[src/rtl/dmem_arbiter.sv]
// ============================================================================
// dmem_arbiter - shares one synchronous data RAM between the CPU MEM stage and an EXT port
// Rev 1.0
// ============================================================================
`default_nettype none

module dmem_arbiter #(
    parameter int ADDR_W     = 32,
    parameter int DATA_W     = 32,
    parameter int STARVE_LIM = 8,
    parameter int LOCK_MAX   = 16
) (
    input  logic              clk_i,
    input  logic              rst_ni,
    input  logic              cpu_req_i,
    input  logic              cpu_we_i,
    input  logic [ADDR_W-1:0] cpu_addr_i,
    input  logic [DATA_W-1:0] cpu_wdata_i,
    output logic              cpu_stall_o,
    output logic              cpu_rvalid_o,
    output logic [DATA_W-1:0] cpu_rdata_o,
    input  logic              ext_req_i,
    input  logic              ext_we_i,
    input  logic              ext_lock_i,
    input  logic [ADDR_W-1:0] ext_addr_i,
    input  logic [DATA_W-1:0] ext_wdata_i,
    output logic              ext_gnt_o,
    output logic              ext_rvalid_o,
    output logic [DATA_W-1:0] ext_rdata_o,
    output logic              mem_en_o,
    output logic              mem_we_o,
    output logic [ADDR_W-1:0] mem_addr_o,
    output logic [DATA_W-1:0] mem_wdata_o,
    input  logic [DATA_W-1:0] mem_rdata_i
);

    localparam int SW = $clog2(STARVE_LIM + 1);
    localparam int LW = $clog2(LOCK_MAX + 1);
    localparam logic [SW-1:0] C_STARVE_LIM  = SW'(STARVE_LIM);
    localparam logic [SW-1:0] C_STARVE_LAST = SW'(STARVE_LIM - 1);
    localparam logic [LW-1:0] C_LOCK_MAX    = LW'(LOCK_MAX);

    typedef enum logic [1:0] {
        CPU_PRIO  = 2'd0,
        EXT_FORCE = 2'd1,
        EXT_LOCK  = 2'd2
    } state_e;

    state_e            state_q, state_d;
    logic [SW-1:0]     starve_cnt_q, starve_cnt_d;
    logic [LW-1:0]     lock_cnt_q, lock_cnt_d;
    logic              rd_pend_q, rd_pend_d;
    logic              rd_ext_q, rd_ext_d;
    logic [DATA_W-1:0] cpu_rdata_q, ext_rdata_q;

    logic cpu_sel, ext_sel;
    logic cpu_gnt, ext_gnt;

    always_comb begin
        state_d    = state_q;
        lock_cnt_d = lock_cnt_q;
        cpu_sel    = 1'b0;
        ext_sel    = 1'b0;
        case (state_q)
            CPU_PRIO: begin
                cpu_sel = cpu_req_i;
                ext_sel = ~cpu_req_i & ext_req_i;
                if (ext_sel && ext_lock_i) begin
                    state_d    = EXT_LOCK;
                    lock_cnt_d = LW'(1);
                end else if (cpu_req_i && ext_req_i && (starve_cnt_q >= C_STARVE_LAST)) begin
                    state_d = EXT_FORCE;
                end
            end
            EXT_FORCE: begin
                if (ext_req_i) begin
                    ext_sel    = 1'b1;
                    state_d    = ext_lock_i ? EXT_LOCK : CPU_PRIO;
                    lock_cnt_d = ext_lock_i ? LW'(1) : LW'(0);
                end else begin
                    cpu_sel = cpu_req_i;
                    state_d = CPU_PRIO;
                end
            end
            EXT_LOCK: begin
                if (!ext_req_i || !ext_lock_i) begin
                    // Burst ended: this cycle already arbitrates with CPU priority.
                    cpu_sel    = cpu_req_i;
                    ext_sel    = ~cpu_req_i & ext_req_i;
                    state_d    = CPU_PRIO;
                    lock_cnt_d = '0;
                end else if (lock_cnt_q == C_LOCK_MAX) begin
                    cpu_sel    = cpu_req_i;
                    lock_cnt_d = '0;
                end else begin
                    ext_sel    = 1'b1;
                    lock_cnt_d = lock_cnt_q + LW'(1);
                end
            end
            default: begin
                state_d    = CPU_PRIO;
                lock_cnt_d = '0;
            end
        endcase
    end

    // Outputs are forced quiet while reset is held.
    assign cpu_gnt = rst_ni & cpu_sel;
    assign ext_gnt = rst_ni & ext_sel;

    always_comb begin
        starve_cnt_d = '0;
        if (ext_req_i && !ext_gnt) begin
            starve_cnt_d = (starve_cnt_q == C_STARVE_LIM) ? starve_cnt_q
                                                          : starve_cnt_q + SW'(1);
        end
    end

    assign rd_pend_d = (cpu_gnt & ~cpu_we_i) | (ext_gnt & ~ext_we_i);
    assign rd_ext_d  = ext_gnt;

    always_ff @(posedge clk_i or negedge rst_ni) begin
        if (!rst_ni) begin
            state_q      <= CPU_PRIO;
            starve_cnt_q <= '0;
            lock_cnt_q   <= '0;
            rd_pend_q    <= 1'b0;
            rd_ext_q     <= 1'b0;
            cpu_rdata_q  <= '0;
            ext_rdata_q  <= '0;
        end else begin
            state_q      <= state_d;
            starve_cnt_q <= starve_cnt_d;
            lock_cnt_q   <= lock_cnt_d;
            rd_pend_q    <= rd_pend_d;
            rd_ext_q     <= rd_ext_d;
            if (cpu_rvalid_o) begin
                cpu_rdata_q <= mem_rdata_i;
            end
            if (ext_rvalid_o) begin
                ext_rdata_q <= mem_rdata_i;
            end
        end
    end

    assign cpu_stall_o  = rst_ni & cpu_req_i & ~cpu_gnt;
    assign ext_gnt_o    = ext_gnt;
    assign cpu_rvalid_o = rd_pend_q & ~rd_ext_q;
    assign ext_rvalid_o = rd_pend_q & rd_ext_q;
    assign cpu_rdata_o  = cpu_rvalid_o ? mem_rdata_i : cpu_rdata_q;
    assign ext_rdata_o  = ext_rvalid_o ? mem_rdata_i : ext_rdata_q;

    assign mem_en_o    = cpu_gnt | ext_gnt;
    assign mem_we_o    = (cpu_gnt & cpu_we_i) | (ext_gnt & ext_we_i);
    assign mem_addr_o  = ext_gnt ? ext_addr_i  : (cpu_gnt ? cpu_addr_i  : '0);
    assign mem_wdata_o = ext_gnt ? ext_wdata_i : (cpu_gnt ? cpu_wdata_i : '0);

endmodule

`default_nettype wire

[config.mk]
export PLATFORM = sky130hd
export DESIGN_NAME = dmem_arbiter
export DESIGN_NICKNAME = d
export VERILOG_FILES = /design/src/rtl/dmem_arbiter.sv
export SDC_FILE = /design/constraint.sdc
export NUM_CORES = 1
export LEC_CHECK = 0
export BUFFER_PORTS_ARGS = -buffer_cell sky130_fd_sc_hd__buf_4
export CORE_AREA = 3 3 114 116
export DETAILED_ROUTE_END_ITERATION = 8
export DIE_AREA = 0 0 117 119
export GPL_ROUTABILITY_DRIVEN = 0
export MAX_ROUTING_LAYER = met4
export PLACE_DENSITY = 0.7
export SLEW_MARGIN = 15
export SYNTH_ARGS = -nofsm -noshare
export SYNTH_HDL_FRONTEND = slang
export SYNTH_SLANG_ARGS = --single-unit
[constraint.sdc]
create_clock -name clk_i -period 1.67 [get_ports clk_i]
set_input_delay 0.167 -clock clk_i [delete_from_list [all_inputs] [get_ports clk_i]]
set_output_delay 0.167 -clock clk_i [all_outputs]
set_load 0.05 [all_outputs]
## Word-level counts from Yosys, hierarchy flattened

Index checks and enable logic that the tools add are counted.

- Flip-flop bits (word level): 77
- Input port bits: 167
- Output and inout bits: 134
- Word-level logic and storage cells: 77

- Add/subtract/negate cells: 2
- Magnitude comparators: 1
- Eq/ne operators: 9
- Multiplexer cells: 28
- Bitwise logic cells: 19
- Reduce and logical (&&, ||, !) cells: 11

Operators by type and width:

| kind | count |
|---|---|
| 32-bit 2-to-1 mux | 6 |
| 5-bit 2-to-1 mux | 4 |
| 5-bit case mux with 3 select lines | 1 |
| 1-bit bitwise AND | 11 |
| 2-bit 2-to-1 mux | 5 |
| 4-bit 2-to-1 mux | 2 |
| 2-bit inequality test (second input constant) | 4 |
| 1-bit 2-to-1 mux | 7 |
| 1-bit case mux with 3 select lines | 2 |
| 2-bit case mux with 3 select lines | 1 |
| 5-bit by 1-bit adder with 5-bit output (second input constant) | 1 |
| 5-bit == test (second input constant) | 1 |
| 1-bit inverter | 5 |
| 4-bit by 1-bit adder with 4-bit output (second input constant) | 1 |
| 4-bit == test (second input constant) | 1 |
| 4-bit by 3-bit greater-or-equal comparator with 1-bit output (second input constant) | 1 |
| 1-bit logical AND | 4 |
| 2-bit AND reduction | 2 |
| 1-bit zero test | 3 |
| 3-bit inequality test (second input constant) | 1 |
| 1-bit OR | 3 |
| 2-bit by 1-bit == test with 1-bit output (second input constant) | 1 |
| 2-bit == test (second input constant) | 1 |
| 2-bit zero test | 1 |
| 1-bit logical OR | 1 |

## Logic depth before layout (Yosys ltp)

Gate-level depths: netlist of run 1.

- Depth in word-level cells: 8
- Mapped depth: 7
- Gate-level depth less buffers: 5

## Least setup slack after synthesis of run 1

OpenSTA, ideal clock, no wires.

- Path kind: register to output
- Start point: register lock_cnt_q[0]
- End point: output port mem_addr_o[23]
- Data arrival time: 1,786 ps
- Setup slack: -283 ps
- Cell stages (with the launch flop): 8
- Path buffers: 2
- Cells stage by stage: dfrtp_1 -> inv_1 -> ha_1 -> and4bb_1 -> o2111a_1 -> buf_6 -> buf_6 -> a32o_1

- Longest elaborated chain between the ends: 7
- Elaborated cells between the ends (all ways): 11
- Classes of those cells: 1 x eq/ne; 8 x mux; 2 x bitwise

Ends and longest elaborated chain:

| what | RTL line | text |
|---|---|---|
| start: declaration | 51 | `logic [LW-1:0] lock_cnt_q, lock_cnt_d;` |
| start signal: assignment | 134 | `lock_cnt_q <= lock_cnt_d;` |
| 5-bit == test (*) | 92 | `end else if (lock_cnt_q == C_LOCK_MAX) begin` |
| 1-bit 2-to-1 mux | 92 |  |
| 1-bit 2-to-1 mux | 86 | `if (!ext_req_i \|\| !ext_lock_i) begin` |
| 1-bit case mux with 3 select lines | 64 | `case (state_q)` |
| 1-bit bitwise AND | 108 | `assign cpu_gnt = rst_ni & cpu_sel;` |
| 32-bit 2-to-1 mux | 155 | `assign mem_addr_o = ext_gnt ? ext_addr_i : (cpu_gnt ? cpu_addr_i : '0);` |
| 32-bit 2-to-1 mux (*) | 155 |  |
| end: declaration | 32 | `output logic [ADDR_W-1:0] mem_addr_o,` |

Mark *: on every way between the ends. The rest lies on a longest branch, timed or not.

## Worst setup path in the final report of run 1

- Start point: register lock_cnt_q[1]
- End point: output port mem_addr_o[21]

Same word-level chain as after synthesis.

==> results of run 1 <==
synthesized netlist by cell type, drive strengths merged (2+ instances only):
master  count
xor2        2
nand2       5
xnor2       2
o22ai       2
a21oi       4
nand3       4
buf        25
a31oi       4
ha          4
o21ai       5
nand3b      2
a32o       67
mux2       64
a211oi      3
inv         9
and3        3
clkbuf      8
dfrtp      77
worst max-delay path: stages (launching register included):
cell,delay [ns]
dfrtp_1,0.39
inv_2,0.09
ha_4,0.13
nand4bb_1,0.13
a32o_2,0.30
buf_6,0.15
buf_16,0.13
a32o_2,0.25
buf_8,0.15
state kept, by name (all words and copies together), names as in the netlist:
register      count
state_q           2
cpu_rdata_q      32
rd_pend_q         1
rd_ext_q          1
starve_cnt_q      4
ext_rdata_q      32
lock_cnt_q        5
power by group through the flow:
stage,Combinational [mW],Sequential [mW],Clock [mW]
2_1_floorplan,2.85,2.42,0
3_3_place_gp,4.17,2.43,0
3_5_place_dp,4.21,2.46,0
4_1_cts,5.56,2.46,2.15
5_1_grt,6.08,2.53,2.25
6_report,5.89,2.49,2.12
layout make-up:
type                       instances  area, µm²  area share, %
inverter                           9      33.78         0.3919
clock inverter                     5      81.33         0.9434
tap                              147      183.9          2.134
sequential                        77       1928          22.37
timing repair buffer             382       3975          46.11
multi-input combinational        186       2171          25.18
antenna                            2      5.005        0.05806
clock buffer                      11      242.7          2.816
cell families after synthesis:
family / share of synthesized area [%]
multiplexers: 18.43
adder cells (fa/ha/maj): 1.262
buffers and inverters: 6.532
XOR/XNOR: 0.8837
flip-flops: 48.60
AND/OR/NAND/NOR: 3.661
AO/OA/AOI/OAI: 20.64
per-layer routing:
metal	share of wire (%)	wire length, µm
met4	2.8	548
met2	52	10060
met3	7.6	1484
met5	0	0
met1	38	7315
through the flow:
stage / cells / utilization, % / area, µm²
after global routing: 819 / 71.77 / 8621
after floorplan: 305 / - / 4061
final: 819 / 71.77 / 8621
after global placement: 740 / 54.37 / 6531
after CTS: 796 / 69.64 / 8364
after detailed placement: 740 / 54.37 / 6531
what timing repair did:
item / 4_1_cts / 5_1_grt
gates cloned: 10 / 2
resized for setup: 273 / 28
hold endpoints to repair: 2 / 0
setup endpoints to repair: 133 / 136
pin swaps: 4 / 17
hold buffers: 1 / 0
buffers inserted: 29 / 21
path summary, 6_finish.rpt:
kind	from	end	slack, ns	depth (start not counted)
max	lock_cnt_q[1]	mem_addr_o[21]	-0.55	8
max reg2reg	lock_cnt_q[1]	rd_pend_q	-0.06	7
min in group asynchronous	rst_ni	ext_rdata_q[8]	0.15	2
min reg2reg	ext_rdata_q[9]	ext_rdata_q[9]	0.51	1
max in group asynchronous	rst_ni	rd_ext_q	0.84	2
min	mem_rdata_i[0]	cpu_rdata_q[0]	0.10	2
==> metrics.cfg, run 1 <==
[clock_tree]
cts_tree=done
root_buffer=clkbuf_16
clkSlewWorstSetupHoldPaths_ns=0.07
tritoncts_num_sinks=77
clock_path_buffers=2
cts_made_buffers=9
clkLatencyLatePin_ns=0.34
htree_num_levels=3

[critical_path]
critPathCaptureType=primary output
critical_path_peak_fanout=5
critPathArrivalTime_ns=2.05
worst_ep_required_time_ns=1.50
timing.setup.critical_path_class=reg2out
critical_path.startpoint_type=flip-flop

[sta]
final.setup_skew_ns=0.01169
rsz0062_at_grt=true
maxSlewHeadroom_pct=37.19
timing.setup.tns_ns=-45.63
final_hold_viol_count=0
report.final.slew_viol_count=0
final_min_period_over_clock_period_pct=133.0
worst_margin_slew_ns=0.9421
report.final.setup_viol=133
postLayoutSetupSlackWorst_ns=-0.5510
clock.fmax_mhz=450.2
fin_worst_hold_slack_ns=0.1001
finalCriticalPeriod_ns=2.221

[finish]
layout_commonest_cell=buf_4
finish.net_count=836
final_cell_mix=buf_4, dfrtp_1, buf_8, buf_6, a32o_2
layout.filler_cells=794
post_route_cells_drive_above_1_share_pct=80.75
synthToLayoutAreaGrowth_pct=117.4

[drt]
wl_final_um=19410
detail_route.vias_per_cell=5.339
initialDrtViolationCount=277
ant_nets=0
dr.pass1.iters=4
drc_errors=0
vias=4373
wl_per_cell_um=23.69

[placement]
dp_hpwl_um=12110
io_buffer_count=300
post-place-ws_ns=-0.1948

[yosys]
synth_fp_nets=476
synthDominantAreaCellType=dfrtp_1
synthesized_instance_count=305
synth_seq_area_share_pct=48.60
async_flop_share_pct=100.0
synthesis.yosys.warnings=0
synth_largest_type_area_fraction_pct=48.60
ys_seq_elements=77
synth_flop_cell=dfrtp_1
synth_cell_types=36
ranking_of_synthesized_cells_by_area=dfrtp_1, mux2_2, a32o_1, buf_6, ha_1
syn_area_um2=3965
mean_instance_size_in_the_synthesized_netlist_um2=13.00
number_of_flops_mapped_to_enable_cells_by_yosys=0

[floorplanning]
fp.dieArea_um2=13920
chipWidth_um=117
core_um2=12010
placementRows=40
floorplan.initialDensity_pct=33.01
floorplan_die_height_um=119
top_level_ports=301

[run]
max-cap-violations=0

[power_and_ir_drop]
power_frac_comb_pct=56.1
power_frac_clock_pct=20.2
netSwitchingFraction_pct=39.07
seq_power_share_pct=23.7
p_int_mw=6.399
power.total_mw=10.50
peakVddDrop_mv=0.4935
leakage_nw=4.568
power_per_cell_area_nw_per_um2=1218
power.net_switching_mw=4.103

[global_route]
globalRouteOverflowTotal=0
first_global_vias=4695
grt_util_met3_pct=7.978
grt_usage_pct=26.68
antenna_found_initial=2
grt_first_pass_wirelength_um=27180
globalRoute.busiestLayer=met2
grt_start_max_net_pins=76
global_route.usage.met1_pct=29.90
global_route.usage.met2_pct=44.99

[run_status]
outcome=finished with violations
violations=negative setup slack

[worst_hold_path]
hold_path.class=in2reg

Note: power is estimated with default switching activity, not from simulation.
==> run 2: changes to the inputs <==
==> constraint.sdc (replaced) <==
create_clock -name clk_i -period 1.67 [get_ports clk_i]
set_input_delay 0 -clock clk_i [delete_from_list [all_inputs] [get_ports clk_i]]
set_output_delay 0 -clock clk_i [all_outputs]
set_load 0.05 [all_outputs]
==> metrics.cfg, run 2 (same netlist as run 1, synthesis figures left out) <==
[finish]
finish.net_count=831  ; -0.60%
final_cell_mix=buf_4, buf_6, dfrtp_1, a32o_2, dlygate4sd3_1
post_route_cells_drive_above_1_share_pct=74.59  ; -6.2 points
synthToLayoutAreaGrowth_pct=110.2
layout_commonest_cell=buf_4
largestRegisters=cpu_rdata_q (32), ext_rdata_q (32), lock_cnt_q (5)
layout.filler_cells=785  ; -1.1%

[sta]
maxSlewHeadroom_pct=37.84  ; +0.65 points
final_hold_viol_count=0  ; unchanged
worst_margin_slew_ns=0.9325  ; -0.009686 ns
report.final.slew_viol_count=0  ; unchanged
report.final.setup_viol=100  ; -25%
postLayoutSetupSlackWorst_ns=-0.3977  ; +0.1533 ns
clock.fmax_mhz=483.6  ; +7.4%
rsz0062_at_grt=true
final_min_period_over_clock_period_pct=123.8  ; -9.2 points
finalCriticalPeriod_ns=2.068  ; -0.1533 ns
final.setup_skew_ns=0.004293  ; -0.007398 ns
timing.setup.tns_ns=-26.03  ; +19.60 ns

[power_and_ir_drop]
power_per_cell_area_nw_per_um2=1159  ; -4.8%
peakVddDrop_mv=0.6509  ; +32%
leakage_nw=4.266  ; -6.6%
power.total_mw=9.660  ; -8.0%

[worst_hold_path]
hold_crit_depth=3  ; +1
hold_path.class=in2reg
min_from=ext_we_i
hold_path_end=rd_pend_q

[floorplanning]
floorplan.initialDensity_pct=33.01  ; unchanged
placementRows=40  ; unchanged
fp.dieArea_um2=13920  ; unchanged
top_level_ports=301  ; unchanged
chipWidth_um=117  ; unchanged
floorplan_die_height_um=119  ; unchanged
core_um2=12010  ; unchanged

[critical_path]
worst_ep_required_time_ns=1.67  ; +0.17 ns
path_depth_of_the_worst_reg2reg_path=6  ; -1
critPathArrivalTime_ns=2.07  ; +0.02 ns
critPathCaptureType=primary output
critical_path.startpoint_type=flip-flop
setup.reg_to_reg.worst_slack_ns=0.02  ; +0.08 ns
critical_path.reg2reg.startpoint=lock_cnt_q[0]
critical_path_peak_fanout=6  ; +1
timing.setup.critical_path_class=reg2out
regToRegEndpoint=rd_pend_q

[placement]
dp_hpwl_um=12350  ; +2.0%
io_buffer_count=300  ; unchanged

[run_status]
violations=negative setup slack
outcome=finished with violations

[clock_tree]
htree_num_levels=3  ; unchanged
clkLatencyLatePin_ns=0.33  ; about the same
cts_tree=done
clock_path_buffers=2  ; unchanged
tritoncts_num_sinks=77  ; unchanged
root_buffer=clkbuf_16
clkSlewWorstSetupHoldPaths_ns=0.06  ; about the same
cts_made_buffers=9  ; unchanged

[drt]
drc_errors=0  ; unchanged
ant_nets=0  ; unchanged
dr.pass1.iters=4  ; unchanged
vias=4425  ; +1.2%
detail_route.vias_per_cell=5.410  ; +1.3%
wl_per_cell_um=23.98  ; +1.2%
wl_final_um=19610  ; +1.1%
initialDrtViolationCount=429  ; +55%

[global_route]
grt_usage_pct=25.18  ; -1.5 points
antenna_found_initial=5  ; +3
grt_first_pass_wirelength_um=26010  ; -4.3%
grt_start_max_net_pins=73  ; -3.9%
first_global_vias=4531  ; -3.5%
globalRouteOverflowTotal=0  ; unchanged

[run]
max-cap-violations=0  ; unchanged

==> run 2: area by class of cell <==
type / count / area, µm² / area share [%]
timing repair buffer: 376 / 3812 / 45.75
sequential: 77 / 1927 / 23.12
tap: 147 / 183.9 / 2.207
clock inverter: 5 / 61.31 / 0.7357
antenna: 6 / 15.01 / 0.1802
inverter: 9 / 33.78 / 0.4054
clock buffer: 11 / 232.7 / 2.793
multi-input combinational: 187 / 2067 / 24.80
==> run 2: what timing repair did <==
item,CTS,global route
setup endpoints to repair,100,134
hold endpoints to repair,69,0
buffers inserted,6,9
gates resized for setup,155,73
cloned,3,14
hold buffers,35,0
pin swaps,0,14
==> run 2: worst max path at each step <==
stage / slack (ns) / startpoint / cells past startpoint / endpoint
finish: -0.40 / lock_cnt_q[0] / 7 / mem_wdata_o[31]
global route: -0.44 / lock_cnt_q[1] / 7 / mem_wdata_o[31]
CTS: -0.39 / lock_cnt_q[1] / 7 / mem_wdata_o[31]
detailed placement: -0.06 / lock_cnt_q[1] / 7 / mem_addr_o[31]
global placement: -0.07 / lock_cnt_q[1] / 7 / mem_wdata_o[31]
floorplan: -0.04 / lock_cnt_q[0] / 7 / rd_ext_q
==> run 2: worst max-delay path, stage by stage, from the launching register on <==
cell and delay [ns]:
dfrtp_1 0.39, inv_2 0.08, ha_4 0.14, nand4bb_4 0.13, a32o_4 0.38, buf_12 0.16
a32o_2 0.29, buf_6 0.16
==> run 2: power by group <==
| group | switching [mW] | internal [mW] |
|---|---|---|
| combinational | 3.06 | 2.22 |
| clock | 0.754 | 1.16 |
| sequential | 0.162 | 2.31 |
==> run 2: metrics by stage <==
| stage | std cells | hold WS, ns | setup slack [ns] | area (µm²) | util, % |
|---|---|---|---|---|---|
| global route | 817 | 0.03267 | -0.4391 | 8330 | 69.35 |
| detailed placement | 733 | -0.1725 | -0.06346 | 6465 | 53.82 |
| global placement | 733 | -0.1731 | -0.07483 | 6465 | 53.82 |
| finish | 818 | 0.02420 | -0.3977 | 8333 | 69.38 |
| floorplan | 305 | -0.2956 | -0.03651 | 4048 | - |
| CTS | 793 | 0.001868 | -0.3864 | 7804 | 64.97 |
==> run 2: per-layer routing <==
layer  share of wire (%)  vias to the layer above  wire (µm)  GRT usage, %
li1                    -                     1939          -             -
met1                  37                     2186       7273         29.14
met2                  51                      265       9981         41.18
met3                 9.8                       35       1914         7.825
met4                 2.3                        0        444         8.530
met5                   0                        -          0             -
==> run 3: changes to the inputs <==
MAX_ROUTING_LAYER = unset   (was met4)
==> metrics.cfg, run 3 (same netlist as run 1, synthesis figures left out) <==
[clock_tree]
clkLatencyLatePin_ns=0.32  ; about the same
clock_path_buffers=2  ; unchanged
cts_made_buffers=9  ; unchanged
tritoncts_num_sinks=77  ; unchanged
htree_num_levels=3  ; unchanged
clkSlewWorstSetupHoldPaths_ns=0.06  ; about the same
cts_tree=done
root_buffer=clkbuf_16

[power_and_ir_drop]
peakVddDrop_mv=0.6537  ; +0.42%
power_frac_clock_pct=19.8  ; about the same
power.net_switching_mw=3.964  ; -0.24%
netSwitchingFraction_pct=41.09  ; about the same
seq_power_share_pct=25.6  ; about the same
power_per_cell_area_nw_per_um2=1162  ; +0.25%
p_int_mw=5.682  ; about the same
leakage_nw=4.251  ; -0.36%
power.total_mw=9.646  ; -0.14%
power_frac_comb_pct=54.6  ; about the same

[finish]
layout_commonest_cell=buf_4
finish.net_count=828  ; -0.36%
post-route-util_pct=69.10  ; -0.27 points
final_cell_count_no_fill=812  ; -0.73%
largestRegisters=cpu_rdata_q (32), ext_rdata_q (32), lock_cnt_q (5)
post_route_cells_drive_above_1_share_pct=74.32  ; -0.27 points
final_cell_mix=buf_4, buf_6, dfrtp_1, a32o_2, buf_8
synthToLayoutAreaGrowth_pct=109.3

[floorplanning]
core_um2=12010  ; unchanged
top_level_ports=301  ; unchanged
floorplan.initialDensity_pct=33.01  ; unchanged
floorplan_die_height_um=119  ; unchanged
placementRows=40  ; unchanged
fp.dieArea_um2=13920  ; unchanged
chipWidth_um=117  ; unchanged

[global_route]
grt_util_met3_pct=9.502  ; +1.7 points
grt_usage_pct=24.53  ; -0.65 points
global_route.usage.met1_pct=28.18  ; -0.96 points
global_route.usage.met2_pct=41.15  ; about the same
globalRoute.busiestLayer=met2
first_global_vias=4538  ; +0.15%
globalRouteOverflowTotal=0  ; unchanged
antenna_found_initial=4  ; -1
grt_first_pass_wirelength_um=26050  ; +0.16%
grt_start_max_net_pins=73  ; unchanged

[drt]
vias=4403  ; -0.50%
initialDrtViolationCount=414  ; -3.5%
wl_final_um=19470  ; -0.72%
dr.pass1.iters=5  ; +1
wl_per_cell_um=23.98  ; about the same
ant_nets=0  ; unchanged
detail_route.vias_per_cell=5.422  ; +0.24%
drc_errors=0  ; unchanged

[critical_path]
path_depth_of_the_worst_reg2reg_path=6  ; unchanged
timing.setup.critical_path_class=reg2out
critPathArrivalTime_ns=2.05  ; -0.02 ns
critPathCaptureType=primary output
worstSetupStartpoint=lock_cnt_q[0]
worst_ep_required_time_ns=1.67  ; about the same
critical_path.reg2reg.startpoint=lock_cnt_q[0]
critical_path_peak_fanout=20  ; +14
critical_path.startpoint_type=flip-flop

[sta]
finalCriticalPeriod_ns=2.049  ; -0.01863 ns
rsz0062_at_grt=true
worst_margin_slew_ns=0.9307  ; -0.001789 ns
postLayoutSetupSlackWorst_ns=-0.3791  ; +0.01864 ns
final_min_period_over_clock_period_pct=122.7  ; -1.1 points
report.final.setup_viol=100  ; unchanged
final_hold_viol_count=0  ; unchanged
report.final.slew_viol_count=0  ; unchanged
maxSlewHeadroom_pct=37.96  ; +0.12 points
final.setup_skew_ns=0.005431  ; +0.001138 ns
clock.fmax_mhz=488.0  ; +0.91%

[placement]
io_buffer_count=300  ; unchanged
place.detailed.instances=733  ; unchanged
dp_hpwl_um=12350  ; unchanged

[run]
max-cap-violations=0  ; unchanged

[worst_hold_path]
min_from=ext_we_i
hold_crit_depth=3  ; unchanged
hold_path.class=in2reg

[run_status]
outcome=finished with violations
violations=negative setup slack

-- run 3: stage by stage --
step	setup slack [ns]	setup TNS (ns)	area (µm²)	hold slack [ns]
2_1_floorplan	-0.03651	-0.03999	4048	-0.2956
3_3_place_gp	-0.07483	-0.1663	6465	-0.1731
3_5_place_dp	-0.06346	-0.7430	6465	-0.1725
4_1_cts	-0.3864	-24.21	7804	0.001868
5_1_grt	-0.4372	-31.37	8295	0.02823
6_report	-0.3791	-25.66	8300	0.01851
-- run 3: repair_timing --
item,CTS,global route
hold buffers,35,0
endpoints found under the hold margin,69,0
gates cloned,3,12
resized for setup,155,72
setup endpoints to repair,100,134
pin swaps,0,16
buffers inserted,6,8
-- run 3: area by class of cell --
cell class                      instances  area (µm²)
Antenna cell                            3       7.507
Sequential cell                        77        1927
Tap cell                              147       183.9
Multi-Input combinational cell        187        2061
Fill cell                             790        3711
Inverter                                9       33.78
Clock inverter                          5       61.31
Clock buffer                           11       232.7
Timing Repair Buffer                  373        3794
-- run 3: critical path, stage by stage, from the launching register on --
cell and delay, ns:
dfrtp_1 0.36, inv_2 0.05, ha_4 0.16, and4bb_1 0.21, o2111a_2 0.33, buf_12 0.18
a32o_2 0.25, buf_6 0.16
-- run 3: power groups by stage --
stage               combinational, mW  sequential (mW)  clock, mW
floorplan                        2.84             2.42          0
global placement                 4.17             2.43          0
detailed placement               4.21             2.46          0
CTS                              4.83             2.43       1.95
global route                     5.44             2.51       2.03
finish                           5.27             2.47       1.91
-- run 3: worst paths after layout --
| path | to | slack, ns |
|---|---|---|
| hold / removal | rd_pend_q | 0.02 |
| max in group asynchronous | ext_rdata_q[28] | 0.44 |
| setup / recovery | mem_wdata_o[31] | -0.38 |
| hold reg to reg | cpu_rdata_q[19] | 0.50 |
| min in group asynchronous | lock_cnt_q[1] | 0.11 |
| setup reg to reg | rd_pend_q | 0.02 |
-- run 3: metal layers --
| layer | part of all wire (%) | up-vias |
|---|---|---|
| met4 | 2.3 | 6 |
| met5 | 0.19 | - |
| li1 | - | 1929 |
| met1 | 36 | 2178 |
| met3 | 10 | 39 |
| met2 | 51 | 251 |
